## config.mk

```make
export PLATFORM = sky130hd
export DESIGN_NAME = crc_serial_engine
export DESIGN_NICKNAME = d
export VERILOG_FILES = /design/src/rtl/crc_pkg.sv /design/src/rtl/crc_lfsr_step.sv /design/src/rtl/crc_serial_engine.sv
export SDC_FILE = /design/constraint.sdc
export NUM_CORES = 1
export LEC_CHECK = 0
export BUFFER_PORTS_ARGS = -buffer_cell sky130_fd_sc_hd__buf_2
export CAP_MARGIN = 20
export CELL_PAD_IN_SITES_DETAIL_PLACEMENT = 2
export CELL_PAD_IN_SITES_GLOBAL_PLACEMENT = 2
export CORE_AREA = 4 4 57 59
export CTS_BUF_LIST = sky130_fd_sc_hd__clkbuf_16
export CTS_CLUSTER_SIZE = 30
export DETAILED_ROUTE_END_ITERATION = 12
export DIE_AREA = 0 0 61 63
export PLACE_DENSITY = 0.78
export SLEW_MARGIN = 25
export SYNTH_ARGS = -nofsm -noshare
export SYNTH_HDL_FRONTEND = slang
export SYNTH_HIERARCHICAL = 1
export SYNTH_SLANG_ARGS = --single-unit
export TNS_END_PERCENT = 100
```

## constraint.sdc

```tcl
create_clock -name clk -period 3.2 [get_ports clk]
set_input_delay 0.8 -clock clk [delete_from_list [all_inputs] [get_ports clk]]
set_output_delay 0.8 -clock clk [all_outputs]
set_load 0.02 [all_outputs]
```

## src/rtl/crc_pkg.sv

```systemverilog
// crc_pkg: shared state encoding and named CRC polynomials for the serial CRC engine
package crc_pkg;
  typedef enum logic {IDLE, SHIFT} crc_state_t;
  localparam logic [4:0]  CRC5_USB    = 5'h05;
  localparam logic [7:0]  CRC8        = 8'h07;
  localparam logic [15:0] CRC16_CCITT = 16'h1021;
  localparam logic [31:0] CRC32       = 32'h04C11DB7;
endpackage

```

## src/rtl/crc_lfsr_step.sv

```systemverilog
// crc_lfsr_step: combinational single-bit Galois LFSR step
// lfsr: current register, data_bit: message bit, lfsr_next: register after the step
module crc_lfsr_step #(
  parameter int CRC_W = 5,
  parameter logic [CRC_W-1:0] POLY = CRC_W'(5'h05)
) (
  input  logic [CRC_W-1:0] lfsr,
  input  logic             data_bit,
  output logic [CRC_W-1:0] lfsr_next
);
  logic fb;
  assign fb = data_bit ^ lfsr[CRC_W-1];
  assign lfsr_next = {lfsr[CRC_W-2:0], 1'b0} ^ (fb ? POLY : '0);
endmodule

```

## src/rtl/crc_serial_engine.sv

```systemverilog
// crc_serial_engine: bit-serial CRC generator/checker over a valid/ready word stream
// clk/reset: clock and sync active-high reset; clear: sync abort keeping crc_out
// in_valid/in_ready/data_in/in_last: word handshake, in_last closes the message
// crc_out/crc_valid/crc_ok: final remainder, one-cycle update pulse, zero-remainder flag
module crc_serial_engine import crc_pkg::*; #(
  parameter int CRC_W = 5,
  parameter logic [CRC_W-1:0] POLY = CRC_W'(5'h05),
  parameter int DATA_W = 4,
  parameter logic [CRC_W-1:0] INIT = '0,
  parameter bit LSB_FIRST = 1'b1
) (
  input  logic              clk,
  input  logic              reset,
  input  logic              clear,
  input  logic              in_valid,
  output logic              in_ready,
  input  logic [DATA_W-1:0] data_in,
  input  logic              in_last,
  output logic [CRC_W-1:0]  crc_out,
  output logic              crc_valid,
  output logic              crc_ok
);
  localparam int CW = $clog2(DATA_W) + 1;
  localparam logic [CW-1:0] LAST_CNT = CW'(DATA_W - 1);
  crc_state_t state, state_next;
  logic [CRC_W-1:0] lfsr, lfsr_next;
  logic [DATA_W-1:0] word;
  logic [CW-1:0] cnt;
  logic last, data_bit, last_bit, done;
  crc_lfsr_step #(.CRC_W(CRC_W), .POLY(POLY)) u_step (
    .lfsr(lfsr),
    .data_bit(data_bit),
    .lfsr_next(lfsr_next)
  );
  // the word register shifts toward the output end, so the next bit is always at a fixed position
  assign data_bit = LSB_FIRST ? word[0] : word[DATA_W-1];
  assign in_ready = state == IDLE;
  assign last_bit = cnt == LAST_CNT;
  assign done = state == SHIFT && last_bit && last;
  always_comb begin
    state_next = state == IDLE ? (in_valid ? SHIFT : IDLE) : (last_bit ? IDLE : SHIFT);
  end
  always_ff @(posedge clk) begin
    if (reset || clear) begin
      state <= IDLE;
      lfsr <= INIT;
      cnt <= '0;
      crc_valid <= 1'b0;
      crc_ok <= 1'b0;
      if (reset) crc_out <= '0;
    end else begin
      state <= state_next;
      crc_valid <= done;
      crc_ok <= done && lfsr_next == '0;
      if (done) crc_out <= lfsr_next;
      if (in_ready && in_valid) begin
        word <= data_in;
        last <= in_last;
        cnt <= '0;
      end
      if (state == SHIFT) begin
        lfsr <= done ? INIT : lfsr_next;
        word <= LSB_FIRST ? word >> 1 : word << 1;
        cnt <= cnt + 1'b1;
      end
    end
  end
endmodule

```

==> results of run 1 <==
registers in the layout (all words and copies together) (netlist names):
register,count
state,1
crc_out,5
cnt,3
crc_ok,1
word,4
last,1
crc_valid,1
lfsr,5
final cells by class:
cell class / count / area, µm²
multi-input combinational: 46 / 359.1
sequential: 21 / 520.5
timing repair buffer: 16 / 80.08
inverter: 2 / 7.507
clock buffer: 3 / 75.07
tap: 31 / 38.79
clock inverter: 1 / 3.754
fill: 285 / 1625
placed cells by master, fill, tap and decap left out, drive strengths merged:
cell type | synthesis | routed
a21oi | 4 | 4
a311o | 1 | 1
and2 | 5 | 5
buf | 7 | 16
clkbuf | 0 | 3
dfxtp | 11 | 11
edfxtp | 10 | 10
ha | 2 | 2
inv | 2 | 3
mux2 | 3 | 3
mux2i | 5 | 5
nand2 | 1 | 1
nand2b | 4 | 4
nand3 | 1 | 1
nor2 | 10 | 10
nor2b | 1 | 1
nor4 | 1 | 1
o21bai | 1 | 1
or2 | 1 | 1
or3b | 3 | 3
or4 | 1 | 1
xor2 | 1 | 1
xor3 | 1 | 1
power by group through the flow:
stage	Clock [W]	Combinational [W]	Sequential, W
floorplan	0	0.0000231	0.000300
global placement	0	0.0000322	0.000300
global route	0.000276	0.0000375	0.000296
detailed placement	0	0.0000342	0.000301
finish	0.000261	0.0000335	0.000295
CTS	0.000266	0.0000343	0.000295
cell families after synthesis:
logic type      synth area share [%]
simple gates                   19.20
flops                          55.47
buf+inv                        6.266
mux                            8.933
compound gates                 4.000
xor+xnor                       3.467
fa+ha+maj                      2.666
worst register-to-register path, cell delays in order, from the launching register on:
cell and delay [ns]:
dfxtp_1 0.87, nand3_2 0.24, o21bai_1 0.44
through the flow:
| step | util [%] | setup slack [ns] | instance area, µm² |
|---|---|---|---|
| final | 40.03 | 1.065 | 1085 |
| after global routing | 40.03 | 0.9879 | 1085 |
| after CTS | 40.03 | 1.056 | 1085 |
| after detailed placement | 37.12 | 1.195 | 1006 |
| after global placement | 37.12 | 1.301 | 1006 |
| after floorplan | - | 1.476 | 938.4 |
worst paths after layout:
| path | startpoint | to | slack, ns | cells after the start |
|---|---|---|---|---|
| max | state | in_ready | 1.06 | 2 |
| min reg2reg | lfsr[2] | crc_ok | 0.54 | 1 |
| max reg2reg | state | crc_out[4] | 1.31 | 2 |
| min | lfsr[2] | crc_ok | 0.54 | 1 |
layer usage:
layer | track usage, % | up-vias
li1 | - | 286
met1 | 12.44 | 285
met2 | 17.91 | 14
met3 | 3.719 | 4
met4 | 4.878 | 0
met5 | 0 | -
==> impl_metrics.env, run 1 <==
export IMPL_status="completed"
export IMPL_drv_slew=0
export IMPL_rows=19
export IMPL_place_congestion=0.7367
export IMPL_drc=0
export IMPL_synthDominantCellAreaShare_pct=32.00
export IMPL_grt_pass1_wl_um=3015
export IMPL_numCtsBuffers=3
export IMPL_num_vias=589
export IMPL_core_area_um2=2710
export IMPL_clk_pin_slew_ns=0.06
export IMPL_grt_pass1_vias=636
export IMPL_ioPinCount=17
export IMPL_yosysTopAreaCell="edfxtp_1"
export IMPL_dieArea_um2=3843
export IMPL_clock_power_share_pct=44.2
export IMPL_die_y_um=63
export IMPL_holdWs_ns=0.5361
export IMPL_timing_hold_violations_final=0
export IMPL_final_nets=101
export IMPL_drive_above_1_share_pct=26.97
export IMPL_max_vdd_ir_drop_uv=374.6
export IMPL_h_tree_depth=1
export IMPL_pwr_share_seq_pct=50.1
export IMPL_critPathKind="reg -> out"
export IMPL_fmax_mhz=468.4
export IMPL_fin_cells=120
export IMPL_yosysMostFrequentCell="dfxtp_1"
export IMPL_cpPeakStageDelay_ns=0.87
export IMPL_syn2layout_area_growth_pct=15.60
export IMPL_yosysSeqAreaShare_pct=55.47
export IMPL_grt_usage_pct=10.93
export IMPL_cp_max_fo=21
export IMPL_power_w=0.0005890
export IMPL_synthTopCellsByCount="dfxtp_1 (11), edfxtp_1 (10), nor2_1 (10), mux2i_1 (5)"
export IMPL_drt_vias_per_instance=4.908
export IMPL_synth_enable_flop_cells=10
export IMPL_end_kind="primary output"
export IMPL_p_leak_nw=0.4151
export IMPL_dp_hpwl_um=1402
export IMPL_portBuffers=16
export IMPL_cts_tree="done"
export IMPL_post_cts_buffers=0
export IMPL_synthArstFlopShare_pct=0
export IMPL_dieWidth_um=61
export IMPL_first_iter_violations=10
export IMPL_rsz0062_at_grt="no"
export IMPL_clk_latency_ns=0.25
export IMPL_ys_ff_latch=21
export IMPL_cts_hold_buf=0
export IMPL_skew_ns=0.002275
export IMPL_grt_max_degree=22
export IMPL_arrival_ns=1.34
export IMPL_slew_headroom_pct=43.50
export IMPL_syn_area_per_cell_um2=12.35
export IMPL_grt_overflow_total=0
export IMPL_power_density_nw_per_um2=542.9
export IMPL_fin_crit_ns=2.135
export IMPL_synth_cells=76
export IMPL_hold_class="reg -> reg"
export IMPL_placedCellCount=116
export IMPL_synth_ff_type="dfxtp_1"
export IMPL_worst_pin_slew_ns=0.8464
export IMPL_ant_nets=0
export IMPL_p_sw_w=0.0001192
export IMPL_wl_met3_um=80
export IMPL_n_antenna_cell=0
export IMPL_p_int_w=0.0004698
export IMPL_worstPathCellList="inv_2, buf_2"
export IMPL_synth_area_top_cells="edfxtp_1 (32%), dfxtp_1 (23%), mux2i_1 (5.3%)"
export IMPL_ys_types=26
export IMPL_critPathTopFamily="flip-flops"
export IMPL_cts_root_buf="clkbuf_16"
export IMPL_highest_layer="met4"
export IMPL_routedWlPerCell_um=14.95
export IMPL_synth_area_um2=938.4
export IMPL_crit_required_ns=2.40
export IMPL_wl_met1_um=776
export IMPL_syn_nets=87
export IMPL_slowest_stage="dfxtp_1"
export IMPL_cts_resized=0
export IMPL_cts_buffer_depth=2
export IMPL_path_buf_inv=2
export IMPL_swShare_pct=20.24
export IMPL_drt_pass1_iterations=2
export IMPL_cap_viol_max_count=0
export IMPL_route_met2_wl_um=910
export IMPL_cp_start_kind="flop"
export IMPL_power_frac_comb_pct=5.7
export IMPL_drt_total_wl_um=1794
export IMPL_start_util_pct=34.63
export IMPL_setup_tns_ns=0
export IMPL_ys_warn_count=6
export IMPL_cts_sinks=21
export IMPL_finalSetupViolations=0
export IMPL_period_share_pct=66.72
export IMPL_antenna_found_initial=0
Power figures use the tool's default switching activity.
==> run 2, diff against run 1 <==
--- a/config.mk
+++ b/config.mk
@@ -5,15 +5,16 @@
 export SDC_FILE = /design/constraint.sdc
 export NUM_CORES = 1
 export LEC_CHECK = 0
+export ABC_AREA = 1
 export BUFFER_PORTS_ARGS = -buffer_cell sky130_fd_sc_hd__buf_2
 export CAP_MARGIN = 20
 export CELL_PAD_IN_SITES_DETAIL_PLACEMENT = 2
 export CELL_PAD_IN_SITES_GLOBAL_PLACEMENT = 2
-export CORE_AREA = 4 4 57 59
+export CORE_AREA = 4 4 61 63
 export CTS_BUF_LIST = sky130_fd_sc_hd__clkbuf_16
 export CTS_CLUSTER_SIZE = 30
 export DETAILED_ROUTE_END_ITERATION = 12
-export DIE_AREA = 0 0 61 63
+export DIE_AREA = 0 0 65 67
 export PLACE_DENSITY = 0.78
 export SLEW_MARGIN = 25
 export SYNTH_ARGS = -nofsm -noshare
==> constraint.sdc (replaced) <==
create_clock -name clk -period 2 [get_ports clk]
set_input_delay 0.5 -clock clk [delete_from_list [all_inputs] [get_ports clk]]
set_output_delay 0.5 -clock clk [all_outputs]
set_load 0.02 [all_outputs]
==> run 2 against run 1 <==
Net effect:
- final cell count increased by 49%
- clock power rose by 57%
- wire length rose by 22%
- clock skew down 0.00059 ns
- area after synthesis rose by 1.5%
- utilization fell by 4.8 points
- sequential cell count stayed put
- total power is 62% higher
- setup slack got worse by 0.80 ns
==> impl_metrics.env, run 2 <==
export IMPL_dieWidth_um=65
export IMPL_drt_pass1_iterations=2
export IMPL_r2r_start="cnt[0]"
export IMPL_status="completed"
export IMPL_post_cts_buffers=0
export IMPL_hold_class="in -> reg"
export IMPL_cts_tree="done"
export IMPL_power_density_nw_per_um2=836.5
export IMPL_cp_start_kind="flop"
export IMPL_die_y_um=67
export IMPL_portBuffers=16
export IMPL_power_frac_comb_pct=7.3
export IMPL_worst_pin_slew_ns=0.4329
export IMPL_startpoint="state"
export IMPL_synth_area_top_cells="edfxtp_1 (32%), dfxtp_1 (23%), nand2_1 (12%)"
export IMPL_yosysTopAreaCell="edfxtp_1"
export IMPL_dieArea_um2=4355
export IMPL_cts_buffer_depth=2
export IMPL_postPlaceCellArea_um2=1060
export IMPL_grt_max_degree=12
export IMPL_drv_slew=0
export IMPL_postLayoutCoreUtil_pct=35.23
export IMPL_clk_pin_slew_ns=0.06
export IMPL_critPathKind="reg -> out"
export IMPL_drt_vias_per_instance=4.285
export IMPL_yosysSeqAreaShare_pct=54.66
export IMPL_layout_commonest_cell="nand2_1"
export IMPL_cp_max_fo=11
export IMPL_synth_enable_flop_cells=10
export IMPL_holdWs_ns=0.4251
export IMPL_routedWlPerCell_um=12.20
export IMPL_p_sw_w=0.0001993
export IMPL_synthArstFlopShare_pct=0
export IMPL_timing_hold_violations_final=0
export IMPL_period_share_pct=86.67
export IMPL_cts_sinks=21
export IMPL_ant_nets=0
export IMPL_clk_latency_ns=0.25
export IMPL_max_vdd_ir_drop_uv=375.0
export IMPL_pwr_share_seq_pct=49.6
export IMPL_syn2layout_area_growth_pct=19.58
export IMPL_h_tree_depth=1
export IMPL_fmax_mhz=576.9
export IMPL_cts_root_buf="clkbuf_16"
export IMPL_first_iter_violations=18
export IMPL_drc=0
export IMPL_rsz0062_at_grt="no"
export IMPL_ys_warn_count=6
export IMPL_top_regs="crc_out: 5 flops, lfsr: 5 flops, word: 4 flops"
export IMPL_slew_headroom_pct=71.10
export IMPL_synthTopCellsByCount="nand2_1 (31), inv_1 (21), nor2_1 (19), dfxtp_1 (11), edfxtp_1 (10)"
export IMPL_end_kind="primary output"
export IMPL_num_vias=767
export IMPL_final_cell_mix="nand2_1 (31), inv_1 (22), nor2_1 (19)"
export IMPL_ys_types=14
export IMPL_synthDominantCellAreaShare_pct=31.54
export IMPL_finalSetupViolations=0
export IMPL_clock_power_share_pct=43.1
export IMPL_swShare_pct=20.92
export IMPL_power_w=0.0009525
export IMPL_core_area_um2=3232
export IMPL_antenna_found_initial=0
export IMPL_yosysMostFrequentCell="nand2_1"
export IMPL_final_nets=145
export IMPL_fin_crit_ns=1.733
export IMPL_synth_cells=117
export IMPL_ioPinCount=17
export IMPL_setup_tns_ns=0
export IMPL_min_delay_start="in_last"
export IMPL_cts_resized=0
export IMPL_p_leak_nw=0.5465
export IMPL_rows=21
export IMPL_numCtsBuffers=3
export IMPL_grt_pass1_wl_um=3732
export IMPL_cap_viol_max_count=0
export IMPL_drt_total_wl_um=2184
export IMPL_grt_overflow_total=0
export IMPL_grt_pass1_vias=798
export IMPL_crit_required_ns=1.50
export IMPL_start_util_pct=29.46
export IMPL_synth_area_um2=952.2
export IMPL_grt_usage_pct=11.29
export IMPL_cts_hold_buf=0
export IMPL_place_congestion=0.7491
export IMPL_arrival_ns=1.23
export IMPL_drive_above_1_share_pct=19.55
export IMPL_syn_nets=128
export IMPL_skew_ns=0.001683
export IMPL_n_antenna_cell=0
export IMPL_ys_ff_latch=21
export IMPL_synth_ff_type="dfxtp_1"
export IMPL_p_int_w=0.0007532
export IMPL_dp_hpwl_um=1659
export IMPL_finalInstanceArea_um2=1139
export IMPL_syn_area_per_cell_um2=8.138
[run 2: cell types whose count changed after synthesis, sizes merged, moves of 2 or more]
cell,before,now
inv,2,23
buf,7,5
or3b,3,0
nand3,1,8
nand2b,4,0
mux2i,5,0
nand2,1,33
nor2,10,21
mux2,3,0
and2,5,0
a21oi,4,2
[run 2: final timing paths]
path | to | slack (ns) | cells after the start
setup reg to reg | crc_out[3] | 0.46 | 6
hold / removal | last | 0.43 | 1
hold reg to reg | cnt[1] | 0.48 | 2
setup / recovery | in_ready | 0.27 | 2
[run 2: critical path, cell delays in order (launching register included)]
cell and delay, ns:
dfxtp_1 0.58, inv_2 0.20, buf_2 0.20
[run 2: power groups by stage]
| stage | registers [W] | clock network (W) | logic (W) |
|---|---|---|---|
| final | 0.000472 | 0.000410 | 0.0000699 |
| after global routing | 0.000474 | 0.000445 | 0.0000808 |
| after CTS | 0.000473 | 0.000417 | 0.0000719 |
| after detailed placement | 0.000482 | 0 | 0.0000705 |
| after global placement | 0.000481 | 0 | 0.0000673 |
| after floorplan | 0.000484 | 0 | 0.0000424 |
[run 2: layout make-up]
type                       count  area, µm²
clock buffer                   3      75.07
fill                         401       2093
multi-input combinational     68      307.8
timing repair buffer          17      87.58
clock inverter                 1      3.754
tap                           46      57.56
inverter                      23      86.33
sequential                    21      520.5
[run 2: through the flow]
stage / cells / worst slack (ns)
detailed placement: 175 / 0.4095
global route: 179 / 0.1543
floorplan: 117 / 0.6627
global placement: 175 / 0.4404
CTS: 179 / 0.2301
finish: 179 / 0.2666
[run 2: metal layers]
metal / up-vias / GRT usage [%] / wire length [µm]
li1: 381 / - / -
met1: 370 / 12.56 / 944
met2: 14 / 21.20 / 1142
met3: 2 / 2.698 / 86
met4: 0 / 3.166 / 11
met5: - / 0 / 0
[run 2: cell families after synthesis]
| family | synth area share, % |
|---|---|
| simple gates | 28.12 |
| buf+inv | 13.01 |
| flops | 54.66 |
| compound gates | 1.576 |
| fa+ha+maj | 2.628 |
==> run 3, diff against run 2 <==
--- a/config.mk
+++ b/config.mk
@@ -10,12 +10,12 @@
 export CAP_MARGIN = 20
 export CELL_PAD_IN_SITES_DETAIL_PLACEMENT = 2
 export CELL_PAD_IN_SITES_GLOBAL_PLACEMENT = 2
-export CORE_AREA = 4 4 61 63
-export CTS_BUF_LIST = sky130_fd_sc_hd__clkbuf_16
+export CORE_AREA = 4 4 63 65
+export CTS_BUF_LIST = sky130_fd_sc_hd__clkbuf_2
 export CTS_CLUSTER_SIZE = 30
 export DETAILED_ROUTE_END_ITERATION = 12
-export DIE_AREA = 0 0 65 67
-export PLACE_DENSITY = 0.78
+export DIE_AREA = 0 0 67 69
+export PLACE_DENSITY = 0.76
 export SLEW_MARGIN = 25
 export SYNTH_ARGS = -nofsm -noshare
 export SYNTH_HDL_FRONTEND = slang
==> constraint.sdc (replaced) <==
create_clock -name clk -period 1.5 [get_ports clk]
set_input_delay 0.375 -clock clk [delete_from_list [all_inputs] [get_ports clk]]
set_output_delay 0.375 -clock clk [all_outputs]
set_load 0.02 [all_outputs]
==> run 3 against run 2 <==
Net effect:
- non-clock buffer count increased by 5
- critical path depth unchanged
- sequential share of layout area rose by 0.72 points
- sequential power is 33% higher
- clock skew rose by 0.012 ns
- total power increased by 2.3%
- sequential cell count stayed put
- critical endpoint unchanged
- hold slack got worse by 0.20 ns
- via count grew 1.2%
==> impl_metrics.env, run 3 (synthesis results as in run 2) <==
export IMPL_h_tree_depth=1
export IMPL_postPlaceCellArea_um2=1097
export IMPL_dieArea_um2=4623
export IMPL_core_area_um2=3337
export IMPL_drive_above_1_share_pct=24.64
export IMPL_grt_pass1_vias=877
export IMPL_cts_tree="done"
export IMPL_worstPathCellList="inv_4, buf_2"
export IMPL_cts_buffer_depth=2
export IMPL_drc=0
export IMPL_status="completed"
export IMPL_dieWidth_um=67
export IMPL_cap_viol_max_count=0
export IMPL_rsz0062_at_grt="no"
export IMPL_power_w=0.0009747
export IMPL_critPathKind="reg -> out"
export IMPL_p_sw_w=0.0002464
export IMPL_cp_start_kind="flop"
export IMPL_drv_slew=0
export IMPL_drt_vias_per_instance=4.217
export IMPL_holdWs_ns=0.2219
export IMPL_rows=21
export IMPL_p_int_w=0.0007283
export IMPL_place_congestion=0.7379
export IMPL_power_frac_comb_pct=10.7
export IMPL_hold_class="in -> reg"
export IMPL_seq_area_um2=521.8
export IMPL_cp_max_fo=10
export IMPL_path_buf_inv=2
export IMPL_grt_max_degree=12
export IMPL_syn2layout_area_growth_pct=18.00
export IMPL_finalInstanceArea_um2=1124
export IMPL_postLayoutCoreUtil_pct=33.67
export IMPL_fmax_mhz=722.3
export IMPL_grt_overflow_total=0
export IMPL_cts_hold_buf=0
export IMPL_worst_pin_slew_ns=0.3467
export IMPL_first_iter_violations=26
export IMPL_die_y_um=69
export IMPL_slowest_stage="dfxtp_2"
export IMPL_arrival_ns=1.01
export IMPL_drt_pass1_iterations=4
export IMPL_slew_headroom_pct=76.80
export IMPL_start_util_pct=28.53
export IMPL_finalSetupViolations=0
export IMPL_fin_crit_ns=1.385
export IMPL_grt_usage_pct=10.34
export IMPL_crit_required_ns=1.12
export IMPL_setup_tns_ns=0
export IMPL_num_vias=776
export IMPL_p_leak_nw=0.5463
export IMPL_final_cell_mix="nand2_1 (30), inv_1 (21), nor2_1 (19)"
export IMPL_routedWlPerCell_um=11.93
export IMPL_clk_pin_slew_ns=0.18
export IMPL_cts_sinks=21
export IMPL_grt_pass1_wl_um=3719
export IMPL_timing_hold_violations_final=0
export IMPL_end_kind="primary output"
export IMPL_numCtsBuffers=3
export IMPL_critPathTopFamily="flip-flops"
export IMPL_antenna_found_initial=0
export IMPL_n_antenna_cell=0
export IMPL_pwr_share_seq_pct=64.4
export IMPL_portBuffers=16
export IMPL_top_regs="crc_out: 5 flops, lfsr: 5 flops, word: 4 flops"
export IMPL_ioPinCount=17
export IMPL_clock_power_share_pct=24.9
export IMPL_layout_commonest_cell="nand2_1"
export IMPL_cts_root_buf="clkbuf_2"
export IMPL_drt_total_wl_um=2195
export IMPL_power_density_nw_per_um2=867.5
export IMPL_r2r_slack_ns=0.15
export IMPL_skew_ns=0.01395
export IMPL_ant_nets=0
export IMPL_max_vdd_ir_drop_uv=288.9
export IMPL_fillers=417
export IMPL_period_share_pct=92.30
export IMPL_cpPeakStageDelay_ns=0.40
export IMPL_final_nets=150
export IMPL_swShare_pct=25.28
export IMPL_multi_input_area_um2=310.3
export IMPL_clk_latency_ns=0.32
export IMPL_dp_hpwl_um=1767
[run 3: changes by cell type in the layout (fill, tap and decap cells not counted)]
cell / previous run / this run
buf_4: 1 / 6
clkbuf_16: 3 / 0
clkbuf_2: 0 / 4
dfxtp_1: 11 / 10
dfxtp_2: 0 / 1
inv_1: 22 / 21
inv_2: 2 / 1
inv_4: 0 / 1
nand2_1: 31 / 30
nand2_2: 2 / 3
[run 3: metal layers]
layer,vias up,GRT usage (%),part of all wire (%)
met5,-,0,0
met4,0,4.730,1.2
met3,4,1.948,4.3
met2,15,18.56,54
met1,367,11.30,41
li1,390,-,-
[run 3: through the flow]
step / instances / setup WS [ns]
final: 184 / 0.1155
after floorplan: 117 / 0.1627
after global routing: 184 / 0.04455
after detailed placement: 180 / 0.07734
after CTS: 184 / 0.05671
after global placement: 180 / 0.1547
[run 3: power by group through the flow]
stage | Combinational, W | Clock (W) | Sequential [W]
after global placement | 0.000101 | 0 | 0.000639
final | 0.000105 | 0.000243 | 0.000628
after CTS | 0.000107 | 0.000260 | 0.000628
after global routing | 0.000119 | 0.000283 | 0.000630
after floorplan | 0.0000565 | 0 | 0.000646
after detailed placement | 0.000106 | 0 | 0.000640
[run 3: timing repair]
action / in CTS / in global routing
endpoints found under the setup margin: 1 / 2
gates resized for setup: 2 / 1
setup buffers: 0 / 0
[run 3: final timing paths]
check | startpoint | end | cells past startpoint
setup reg to reg | cnt[0] | crc_out[2] | 6
hold reg to reg | cnt[1] | cnt[1] | 2
hold / removal | in_last | last | 1
setup / recovery | state | in_ready | 2
[run 3: layout make-up]
type                            count  area share, %
Clock buffer                        4          1.782
Timing Repair Buffer               22          11.14
Multi-Input combinational cell     68          27.62
Sequential cell                    21          46.44
Tap cell                           46          5.122
Inverter                           23          7.906
